--- config.mk ---
export PLATFORM = sky130hd
export DESIGN_NAME = dummy_accelerator_issue_buffer
export DESIGN_NICKNAME = d
export VERILOG_FILES = /design/src/rtl/dummy_accelerator_pkg.sv /design/src/rtl/dummy_accelerator_ib_fifo.sv /design/src/rtl/dummy_accelerator_issue_buffer.sv
export SDC_FILE = /design/constraint.sdc
export NUM_CORES = 1
export LEC_CHECK = 0
export CAP_MARGIN = 5
export CORE_ASPECT_RATIO = 0.5
export CORE_MARGIN = 4
export CORE_UTILIZATION = 30
export DETAILED_ROUTE_END_ITERATION = 8
export PLACE_DENSITY = 0.49
export SLEW_MARGIN = 20
export SYNTH_ARGS = -nofsm -noshare
export SYNTH_HDL_FRONTEND = slang
export SYNTH_SLANG_ARGS = --single-unit
--- constraint.sdc ---
create_clock -name clk_i -period 3.4 [get_ports clk_i]
set_clock_uncertainty 0.1 [all_clocks]
set_input_delay 0.68 -clock clk_i [delete_from_list [all_inputs] [get_ports clk_i]]
set_output_delay 0.68 -clock clk_i [all_outputs]
set_load 0.05 [all_outputs]
--- src/rtl/dummy_accelerator_pkg.sv ---
// Shared types for the dummy accelerator: the ctl encoding, issue-buffer entry and FSM state.
// Used by the issue buffer (DUMMY_ACC_ISSUE_BYPASS_EN selects its optional bypass path).
package dummy_accelerator_pkg;

  typedef enum logic {
    EU_CTL_ITERATIVE = 1'b0,
    EU_CTL_PIPELINE  = 1'b1
  } ctl_type_t;

  localparam int IB_WIDTH     = 32;
  localparam int IB_IMM_WIDTH = 11;
  localparam int IB_TAG_WIDTH = 5;

  typedef struct packed {
    ctl_type_t                 ctl;
    logic [IB_WIDTH-1:0]       rs1;
    logic [IB_IMM_WIDTH-1:0]   imm;
    logic [IB_TAG_WIDTH-1:0]   tag;
  } ib_entry_t;

  typedef enum logic [1:0] {
    S_IDLE   = 2'd0,
    S_ACTIVE = 2'd1,
    S_DRAIN  = 2'd2
  } ib_state_e;

endpackage

--- src/rtl/dummy_accelerator_ib_fifo.sv ---
// Generic DEPTH-entry FIFO of issue-buffer entries with wrap-bit pointers.
// Push is refused when full and pop when empty; flush clears the pointers only.
module dummy_accelerator_ib_fifo
  import dummy_accelerator_pkg::*;
#(
  parameter int  DEPTH   = 4,
  parameter type entry_t = ib_entry_t
) (
  input  logic   clk_i,
  input  logic   rst_i,
  input  logic   flush_i,
  input  logic   push_i,
  input  entry_t wdata_i,
  input  logic   pop_i,
  output entry_t rdata_o,
  output logic   full_o,
  output logic   empty_o
);

  localparam int AW = $clog2(DEPTH);
  localparam int PW = AW + 1;

  logic [PW-1:0] wr_ptr_q, wr_ptr_d;
  logic [PW-1:0] rd_ptr_q, rd_ptr_d;
  entry_t        mem_q [DEPTH];
  logic          do_push;
  logic          do_pop;

  always_comb begin
    empty_o = (wr_ptr_q == rd_ptr_q);
    full_o  = (wr_ptr_q[AW-1:0] == rd_ptr_q[AW-1:0]) && (wr_ptr_q[AW] != rd_ptr_q[AW]);
    do_push = push_i && !full_o;
    do_pop  = pop_i && !empty_o;
    wr_ptr_d = wr_ptr_q + PW'(do_push);
    rd_ptr_d = rd_ptr_q + PW'(do_pop);
    rdata_o  = mem_q[rd_ptr_q[AW-1:0]];
  end

  // Storage is zeroed on reset so the head data outputs read 0 afterwards.
  always_ff @(posedge clk_i) begin
    if (rst_i) begin
      wr_ptr_q <= '0;
      rd_ptr_q <= '0;
      for (int i = 0; i < DEPTH; i++) mem_q[i] <= '0;
    end else if (flush_i) begin
      wr_ptr_q <= '0;
      rd_ptr_q <= '0;
    end else begin
      wr_ptr_q <= wr_ptr_d;
      rd_ptr_q <= rd_ptr_d;
      if (do_push) mem_q[wr_ptr_q[AW-1:0]] <= wdata_i;
    end
  end

endmodule

--- src/rtl/dummy_accelerator_issue_buffer.sv ---
// Issue buffer in front of the dummy accelerator: never mixes iterative and pipelined work in flight.
// Define DUMMY_ACC_ISSUE_BYPASS_EN to let a request reach the accelerator in its arrival cycle.
module dummy_accelerator_issue_buffer
  import dummy_accelerator_pkg::*;
#(
  parameter int WIDTH        = IB_WIDTH,
  parameter int IMM_WIDTH    = IB_IMM_WIDTH,
  parameter int TAG_WIDTH    = IB_TAG_WIDTH,
  parameter int DEPTH        = 4,
  parameter int MAX_INFLIGHT = 100
) (
  input  logic                              clk_i,
  input  logic                              rst_i,
  input  logic                              flush_i,
  input  logic                              valid_i,
  output logic                              ready_o,
  input  ctl_type_t                         ctl_i,
  input  logic [WIDTH-1:0]                  rs1_value_i,
  input  logic [IMM_WIDTH-1:0]              imm_i,
  input  logic [TAG_WIDTH-1:0]              tag_i,
  output logic                              acc_valid_o,
  input  logic                              acc_ready_i,
  output ctl_type_t                         acc_ctl_o,
  output logic [WIDTH-1:0]                  acc_rs1_value_o,
  output logic [IMM_WIDTH-1:0]              acc_imm_o,
  output logic [TAG_WIDTH-1:0]              acc_tag_o,
  input  logic                              acc_done_i,
  output logic [$clog2(MAX_INFLIGHT+1)-1:0] inflight_o,
  output logic                              empty_o,
  output logic                              full_o,
  output ib_state_e                         state_o
);

  // Handshakes: a transfer happens in a cycle where valid and ready are both high;
  // valid never depends on ready and, once raised, holds with stable data until it transfers.

  localparam int IW = $clog2(MAX_INFLIGHT + 1);

  typedef struct packed {
    ctl_type_t            ctl;
    logic [WIDTH-1:0]     rs1;
    logic [IMM_WIDTH-1:0] imm;
    logic [TAG_WIDTH-1:0] tag;
  } entry_t;

  ib_state_e       state_q, state_d;
  logic [IW-1:0]   inflight_q, inflight_d;
  ctl_type_t       cur_ctl_q, cur_ctl_d;

  entry_t          in_entry;
  entry_t          head;
  logic            fifo_full;
  logic            fifo_empty;
  logic            push;
  logic            pop;
  logic            fire;
  logic            eligible;
  logic            bypass_ok;
  logic            done_dec;
  logic            room;

  assign in_entry = '{ctl: ctl_i, rs1: rs1_value_i, imm: imm_i, tag: tag_i};

  dummy_accelerator_ib_fifo #(
    .DEPTH   (DEPTH),
    .entry_t (entry_t)
  ) u_fifo (
    .clk_i   (clk_i),
    .rst_i   (rst_i),
    .flush_i (flush_i),
    .push_i  (push),
    .wdata_i (in_entry),
    .pop_i   (pop),
    .rdata_o (head),
    .full_o  (fifo_full),
    .empty_o (fifo_empty)
  );

  always_comb begin
    room     = (inflight_q < IW'(MAX_INFLIGHT));
    eligible = !fifo_empty && room && ((inflight_q == '0) || (head.ctl == cur_ctl_q));
`ifdef DUMMY_ACC_ISSUE_BYPASS_EN
    // The FIFO is empty here, so there is no older request to overtake.
    bypass_ok = fifo_empty && (state_q != S_DRAIN) && valid_i && room &&
                ((inflight_q == '0) || (ctl_i == cur_ctl_q));
`else
    bypass_ok = 1'b0;
`endif
  end

  // FSM output process: issue valid and the data presented to the accelerator.
  always_comb begin
    acc_valid_o = (eligible && (state_q != S_DRAIN)) || bypass_ok;
    if (bypass_ok) begin
      acc_ctl_o       = in_entry.ctl;
      acc_rs1_value_o = in_entry.rs1;
      acc_imm_o       = in_entry.imm;
      acc_tag_o       = in_entry.tag;
    end else begin
      acc_ctl_o       = head.ctl;
      acc_rs1_value_o = head.rs1;
      acc_imm_o       = head.imm;
      acc_tag_o       = head.tag;
    end
  end

  always_comb begin
    fire       = acc_valid_o && acc_ready_i && !flush_i;
    pop        = fire && !bypass_ok;
    push       = valid_i && !fifo_full && !flush_i && !(bypass_ok && acc_ready_i);
    done_dec   = acc_done_i && (inflight_q != '0);
    inflight_d = inflight_q + IW'(fire) - IW'(done_dec);
    cur_ctl_d  = fire ? acc_ctl_o : cur_ctl_q;
  end

  // FSM next-state process; transitions look at the post-update in-flight count so a
  // drained head issues in the cycle right after the last completion.
  always_comb begin
    state_d = state_q;
    unique case (state_q)
      S_IDLE: begin
        if (fire) state_d = S_ACTIVE;
      end
      S_ACTIVE: begin
        if (inflight_d == '0) state_d = S_IDLE;
        else if (!fifo_empty && !fire && (head.ctl != cur_ctl_q)) state_d = S_DRAIN;
      end
      S_DRAIN: begin
        if (inflight_d == '0) state_d = S_IDLE;
      end
      default: state_d = S_IDLE;
    endcase
  end

  // FSM state register with in-flight tracking.
  always_ff @(posedge clk_i) begin
    if (rst_i) begin
      state_q    <= S_IDLE;
      inflight_q <= '0;
      cur_ctl_q  <= EU_CTL_ITERATIVE;
    end else if (flush_i) begin
      state_q    <= S_IDLE;
      inflight_q <= '0;
    end else begin
      state_q    <= state_d;
      inflight_q <= inflight_d;
      cur_ctl_q  <= cur_ctl_d;
    end
  end

  assign ready_o    = !fifo_full;
  assign empty_o    = fifo_empty;
  assign full_o     = fifo_full;
  assign inflight_o = inflight_q;
  assign state_o    = state_q;

endmodule

==> results of run 1 <==
[per-layer routing]
metal  share of wire  vias up  track usage
met4           0.014        0       0.0241
met2            0.52       63        0.235
met1            0.43     2770        0.170
li1                -     2518            -
met3           0.030       23       0.0200
met5               0        -            0
[critical path, cell delays in order, from the launching register on]
cell and delay, ns:
edfxtp_1 0.37, mux4_2 0.54, xnor2_2 0.19, o221ai_2 0.12
ha_1 0.31, inv_2 0.04, ha_4 0.15, fa_2 0.37
xor2_2 0.18, nor4b_2 0.28, mux2i_1 0.13, nor4_2 0.31
nor3_1 0.09
[how the worst min path moves through the flow]
stage	startpoint	to	slack, ns	cells after the start
2_1_floorplan	u_fifo.rd_ptr_q[2]$_SDFF_PP0_	u_fifo.rd_ptr_q[2]$_SDFF_PP0_	0.39	2
3_3_place_gp	u_fifo.rd_ptr_q[2]$_SDFF_PP0_	u_fifo.rd_ptr_q[2]$_SDFF_PP0_	0.41	2
3_5_place_dp	u_fifo.wr_ptr_q[2]$_SDFF_PP0_	u_fifo.wr_ptr_q[2]$_SDFF_PP0_	0.44	2
4_1_cts	u_fifo.wr_ptr_q[2]$_SDFF_PP0_	u_fifo.wr_ptr_q[2]$_SDFF_PP0_	0.46	2
5_1_grt	u_fifo.rd_ptr_q[2]$_SDFF_PP0_	u_fifo.rd_ptr_q[2]$_SDFF_PP0_	0.49	2
6_report	u_fifo.wr_ptr_q[2]$_SDFF_PP0_	u_fifo.wr_ptr_q[2]$_SDFF_PP0_	0.45	2
[timing repair]
action | 4_1_cts | 5_1_grt
hold buffers | 0 | 0
gates resized for setup | 28 | 4
setup buffers | 0 | 2
endpoints found under the setup margin | 24 | 2
pin swaps | 1 | 8
cloned | 0 | 0
endpoints found under the hold margin | 0 | 0
[synth_stat cells (2+ instances only)]
library cell	n	area share
xnor2_1	6	0.0055
nor4b_1	3	0.0028
a211oi_1	3	0.0024
inv_1	14	0.0055
buf_2	3	0.0016
clkbuf_1	12	0.0047
mux2i_1	2	0.0021
ha_1	15	0.020
nor2_1	11	0.0043
nand2b_1	3	0.0020
a21oi_1	3	0.0016
nor2b_1	4	0.0026
dfxtp_1	16	0.034
nor4_1	4	0.0026
a21o_1	2	0.0016
and2_1	204	0.13
a2111oi_0	2	0.0018
edfxtp_1	196	0.62
nand3b_1	2	0.0016
buf_1	3	0.0012
clkbuf_2	14	0.0073
mux4_2	49	0.12
a31o_2	2	0.0018
nor3b_4	2	0.0039
or2_2	3	0.0020
xor2_1	2	0.0018
nor3_1	3	0.0016
[registers in the layout (all words and copies together), names as in the netlist]
name,flops
u_fifo.mem_q,196
inflight_o,7
u_fifo.rd_ptr_q,3
u_fifo.wr_ptr_q,3
state_o,2
cur_ctl_q,1
[area by class of cell]
type	count	area (sq um)	area share
tap	423	529	0.0436
multi-input combinational	343	3210	0.264
sequential	212	6210	0.512
timing repair buffer	157	1470	0.121
clock inverter	12	82.6	0.00680
inverter	14	52.6	0.00433
clock buffer	26	587	0.0483
[cells by family (layout without fill, tap and decap cells)]
logic type / after synthesis / after routing
simple gates: 248 / 248
compound gates: 19 / 19
mux: 51 / 51
flops: 212 / 212
fa+ha+maj: 16 / 16
buf+inv: 48 / 209
xor+xnor: 9 / 9
[power by group through the flow]
| stage | Combinational (mW) | Clock (mW) | Sequential, mW |
|---|---|---|---|
| finish | 1.59 | 2.28 | 3.05 |
| global route | 1.73 | 2.47 | 3.07 |
| CTS | 1.55 | 2.35 | 3.05 |
| detailed placement | 1.51 | 0 | 3.11 |
| global placement | 1.51 | 0 | 3.10 |
| floorplan | 0.872 | 0 | 3.21 |
==> summary.md, run 1 <==
| Metric | Value |
|---|---|
| Switch share | 0.279 |
| Synth Area in Simple Gates | 0.164 |
| Critical path class | reg2reg |
| Non-Filler Instances | 1187 |
| Grt total ovfl | 0 |
| Clock power share | 0.330 |
| Starting Density | 0.310 |
| Netlist Area Pre-Place | 0.00956 sq mm |
| Worst Hold Class | reg2reg |
| Max-slew violation count | 0 |
| Syn avg cell area | 15.8 sq um |
| Slew @ Worst Pin | 0.591 ns |
| Post-synth EDFFs | 196 |
| Dpl ws | -0.654 ns |
| Via count | 5374 |
| Reg clk slew, reported paths | 0.06 ns |
| Ant diodes | 0 |
| Pint | 4.98 mW |
| Tot Pwr | 6.92 mW |
| Mux share of post-synthesis cell area | 0.118 |
| Max Cap Viol | 0 |
| Initial antenna violation count | 0 |
| Post-Synthesis Cells | 603 |
| Crit Reg-Reg Endpoint | state_o[1]$_SDFFE_PP0P_ |
| DIE AREA | 0.0349 sq mm |
| Peak supply drop | 0.000285 V |
| Yosys reg bits | 212 |
| Hold slack | 0.451 ns |
| Die X-Extent | 260 microns |
| P per Cell Area | 570 mW/mm^2 |
| Slew margin rel. | 0.606 |
| Share of flip-flops with an asynchronous set or reset | 0 |
| Yosys Warn Count | 0 |
| Final ANT Viol Nets | 0 |
| Critical path endpoint | state_o[1]$_SDFFE_PP0P_ |
| Setup_tns | 0 ns |
| Post-route cell area | 0.0121 sq mm |
| Static leakage | 4.45 nW |
| First-pass DRT Iterations | 4 |
| Tmin final | 3.32 ns |
| Max H-tree Level | 1 |
| CTS sink count | 212 |
| Top_reg_cell synth | edfxtp_1 |
| Crit-path max FO | 3 |
| Synth Area in Compound Gates | 0.0158 |
| Routed len/inst | 19.0 microns |
| Most frequent cells in the layout | and2_1, edfxtp_1, clkdlybuf4s50_1, buf_4, mux4_2 |
| Final WS setup | 0.0810 ns |
| Final wirelength | 22.6 mm |
| Core area | 0.0309 sq mm |
| Hold Fails Final Rpt | 0 |
| RSZ-0062 raised after global routing | true |
| Psw | 1.93 mW |
| Startpoint types | flop |
| Number of global-route vias before repair | 5802 |
| Reg-to-reg startpoint | u_fifo.mem_q[3][48]$_DFFE_PP_ |
| Final design utilization | 0.393 |
| Register area share after synthesis | 0.649 |
| CTS root buf | clkbuf_16 |
| DP Cell Count | 1147 |
| Seq pwr share | 0.441 |
| First-pass GRT wire length | 35.2 mm |
| Reg2Reg Setup Slack | 0.08 ns |
| WP data required | 3.67 ns |
| Adder-Cell Fraction of Synth Area | 0.0217 |
| Die Y | 134 microns |
| Worst-Skew Late Latency | 0.50 ns |
| # setup viols final | 0 |
| Dpl hpwl | 13.6 mm |
| Port bufs | 116 |
| Largest net degree at the start of global routing | 50 |
| # DRC | 0 |
| Combinational share of power | 0.229 |
| Status | finished clean |
| Final Cycle Share | 0.976 |
| Commonest non-fill, non-tap cell in the layout | and2_1 |
| Maximum buffer depth of the clock tree | 3 |
| Initial drt markers | 273 |
| Area grow syn2layout | 27.1% |
| Synth Net Count | 674 |
| I/O Pins | 117 |
| Final nets | 822 |
| Row count | 45 |
| XOR/XNOR Fraction of Synth Area | 0.00903 |
| Fmax | 0.301 GHz |
| GPL Wtd Cong | 0.710 |
| Synth cell types | 47 |
| Drt via density | 4.53 |
| All-Layer GR Usage | 0.131 |
| CTS tree | built |
| Largest family of logic cells by synthesized area | simple AND/OR/NAND/NOR gates |
| CTS Buf Count | 23 |
| Crit. End Element | flop |
| Placed cell area | 0.0114 sq mm |
| Crit path from | u_fifo.mem_q[3][48]$_DFFE_PP_ |
| Worst-case reg-to-reg path depth | 12 |
| Crit path DAT | 3.59 ns |
| Fillers | 2954 |
| Share of cells above drive strength 1 | 0.226 |
Power figures use the tool's default switching activity.
==> inputs of run 2 (changes only) <==
--- a/config.mk
+++ b/config.mk
@@ -6,11 +6,13 @@
 export NUM_CORES = 1
 export LEC_CHECK = 0
 export CAP_MARGIN = 5
+export CELL_PAD_IN_SITES_DETAIL_PLACEMENT = 1
+export CELL_PAD_IN_SITES_GLOBAL_PLACEMENT = 2
 export CORE_ASPECT_RATIO = 0.5
 export CORE_MARGIN = 4
 export CORE_UTILIZATION = 30
 export DETAILED_ROUTE_END_ITERATION = 8
-export PLACE_DENSITY = 0.49
+export PLACE_DENSITY = 0.64
 export SLEW_MARGIN = 20
 export SYNTH_ARGS = -nofsm -noshare
 export SYNTH_HDL_FRONTEND = slang
==> summary.md, run 2 (synthesis gave the netlist of run 1 again) <==
| Metric | Value |
|---|---|
| CP peak stage delay | 0.54 ns (about the same) |
| CTS Buf Count | 22 (-4.3%) |
| Hold-critical path endpoint | u_fifo.wr_ptr_q[2]$_SDFF_PP0_ |
| Largest net degree at the start of global routing | 50 (unchanged) |
| P per Cell Area | 593 mW/mm^2 (+4.0%) |
| Grt total ovfl | 0 (unchanged) |
| Static leakage | 4.54 nW (+2.2%) |
| Dpl hpwl | 15.0 mm (+10%) |
| Most flops, register | u_fifo.mem_q |
| All-Layer GR Usage | 0.138 (+0.00784) |
| Via count | 5482 (+2.0%) |
| GPL Wtd Cong | 0.749 (+5.5%) |
| Hold buffers post-CTS | 0 (unchanged) |
| RSZ-0062 raised after global routing | true |
| CTS root buf | clkbuf_16 |
| Status | finished clean |
| # DRC | 0 (unchanged) |
| Seq pwr share | 0.418 (-0.023) |
| Die Y | 134 microns (unchanged) |
| Clock power share | 0.335 (+0.005) |
| Final ANT Viol Nets | 0 (unchanged) |
| Crit-path max FO | 3 (unchanged) |
| CTS sink count | 212 (unchanged) |
| Routed len/inst | 20.3 microns (+6.8%) |
| Worst Hold Class | reg2reg |
| Hold path start | u_fifo.wr_ptr_q[2]$_SDFF_PP0_ |
| Die X-Extent | 260 microns (unchanged) |
| Placed cell area | 0.0115 sq mm (+0.39%) |
| Max H-tree Level | 1 (unchanged) |
| Startpoint types | flop |
| Pint | 5.23 mW (+4.9%) |
| Port bufs | 116 (unchanged) |
| Worst path slowest cell | mux4_2 |
| Crit. End Element | flop |
| Commonest non-fill, non-tap cell in the layout | and2_1 |
| Fmax | 0.295 GHz (-1.9%) |
| Initial antenna violation count | 0 (unchanged) |
| Worst-case reg-to-reg path depth | 13 (+1) |
| Crit Reg-Reg Endpoint | state_o[0]$_SDFFE_PP0P_ |
| I/O Pins | 117 (unchanged) |
| Setup_tns | 0 ns (unchanged) |
| Area grow syn2layout | 28.8% |
| Maximum buffer depth of the clock tree | 3 (unchanged) |
| Tmin final | 3.38 ns (+0.0653 ns) |
| Slew @ Worst Pin | 0.865 ns (+0.274 ns) |
| Max reg flops | 196 (unchanged) |
| Hold slack | 0.436 ns (-0.0150 ns) |
| Tot Pwr | 7.30 mW (+5.5%) |
| Max-slew violation count | 0 (unchanged) |
| Reg-to-reg startpoint | u_fifo.rd_ptr_q[0]$_SDFF_PP0_ |
| Combinational share of power | 0.247 (+0.018) |
| Hold Fails Final Rpt | 0 (unchanged) |
| Hold Path Depth | 2 (unchanged) |
| Psw | 2.07 mW (+7.1%) |
| Drt via density | 4.57 (+0.90%) |
| Slew margin rel. | 0.423 (-0.182) |
| Crit path DAT | 3.68 ns (+0.09 ns) |
| CP Cell Sequence | mux4_2 > xnor2_2 > o221ai_4 > ha_1 > inv_2 > ha_4 > fa_2 > a21o_1 > a21oi_1 > mux2i_1 > nor4_1 > buf_4 > o21ai_1 |
| Reg2Reg Setup Slack | 0.02 ns (-0.07 ns) |
| Reg clk slew, reported paths | 0.06 ns (about the same) |
| Row count | 45 (unchanged) |
| Final wirelength | 24.4 mm (+8.0%) |
| Worst-Skew Late Latency | 0.51 ns (about the same) |
| DIE AREA | 0.0349 sq mm (unchanged) |
| Final Cycle Share | 0.995 (+0.0192) |
| Share of cells above drive strength 1 | 0.276 (+0.0493) |
| WP data required | 3.70 ns (+0.03 ns) |
| Peak supply drop | 0.000240 V (-16%) |
| # setup viols final | 0 (unchanged) |
| Most frequent cells in the layout | and2_1, edfxtp_1, buf_4, clkdlybuf4s50_1, mux4_2 |
| First-pass GRT wire length | 36.6 mm (+4.1%) |
| CTS tree | built |
| First-pass DRT Iterations | 4 (unchanged) |
| Critical path class | reg2reg |
| Post-route cell area | 0.0123 sq mm (+1.4%) |
| Max Cap Viol | 0 (unchanged) |
| Switch share | 0.284 (+0.00419) |
| Final nets | 832 (+1.2%) |
| Starting Density | 0.310 (unchanged) |
| Number of global-route vias before repair | 6028 (+3.9%) |
| Core area | 0.0309 sq mm (unchanged) |
| Initial drt markers | 251 (-8.1%) |
[run 2: changes by cell type in the layout (fill, tap and decap cells not counted), sizes merged]
cell           before  now
dlymetal6s2s        0    1
diode               0    1
clkinvlp            1    0
dlygate4sd2        22    1
bufinv              1    3
buf                69  102
clkdlybuf4s50      66   64
[run 2: repair_timing]
action	4_1_cts	5_1_grt
hold endpoints to repair	0	0
pin swaps	3	5
setup endpoints to repair	41	6
cloned	0	0
resized for setup	5	14
buffers inserted	0	2
[run 2: worst max-delay path: cells and delay by family, from the launching register on]
kind | cells | cell delay (ns)
adder cells (fa/ha/maj) | 3 | 0.84
XOR/XNOR | 1 | 0.22
buffers and inverters | 2 | 0.20
multiplexers | 2 | 0.68
AO/OA/AOI/OAI | 4 | 0.63
AND/OR/NAND/NOR | 1 | 0.26
flip-flops | 1 | 0.35
[run 2: final cells by class]
type	count	area (sq um)
Sequential cell	212	6210
Fill cell	3140	18500
Clock buffer	26	566
Timing Repair Buffer	168	1530
Antenna cell	1	2.50
Tap cell	423	529
Multi-Input combinational cell	343	3270
Inverter	14	52.6
Clock inverter	13	149
[run 2: through the flow]
| stage | util | instances | setup slack [ns] |
|---|---|---|---|
| after global placement | 0.372 | 1158 | -0.608 |
| after detailed placement | 0.372 | 1158 | -0.599 |
| after CTS | 0.396 | 1197 | 0.0104 |
| after floorplan | - | 603 | -0.209 |
| final | 0.399 | 1200 | 0.0158 |
| after global routing | 0.399 | 1199 | -0.145 |
[run 2: how the worst max path moves through the flow]
stage	startpoint	end	slack [ns]	cells after the start
after global routing	u_fifo.mem_q[3][48]$_DFFE_PP_	state_o[0]$_SDFFE_PP0P_	-0.14	14
after floorplan	u_fifo.rd_ptr_q[0]$_SDFF_PP0_	state_o[0]$_SDFFE_PP0P_	-0.21	13
after detailed placement	flush_i	state_o[0]$_SDFFE_PP0P_	-0.60	15
after CTS	inflight_o[3]$_SDFF_PP0_	state_o[0]$_SDFFE_PP0P_	0.01	17
after global placement	flush_i	state_o[0]$_SDFFE_PP0P_	-0.61	14
final	u_fifo.rd_ptr_q[0]$_SDFF_PP0_	state_o[0]$_SDFFE_PP0P_	0.02	13
[run 2: layer usage]
layer / part of all wire / GRT usage
met1: 0.43 / 0.176
met2: 0.52 / 0.253
met3: 0.029 / 0.0234
met4: 0.013 / 0.0244
met5: 0 / 0
[run 2: power groups by stage]
stage               logic, mW  clock network [mW]  registers [mW]
floorplan               0.872                   0            3.21
global placement         1.61                   0            3.10
detailed placement       1.62                   0            3.11
CTS                      1.65                2.52            3.05
global route             1.93                2.62            3.07
finish                   1.80                2.45            3.05
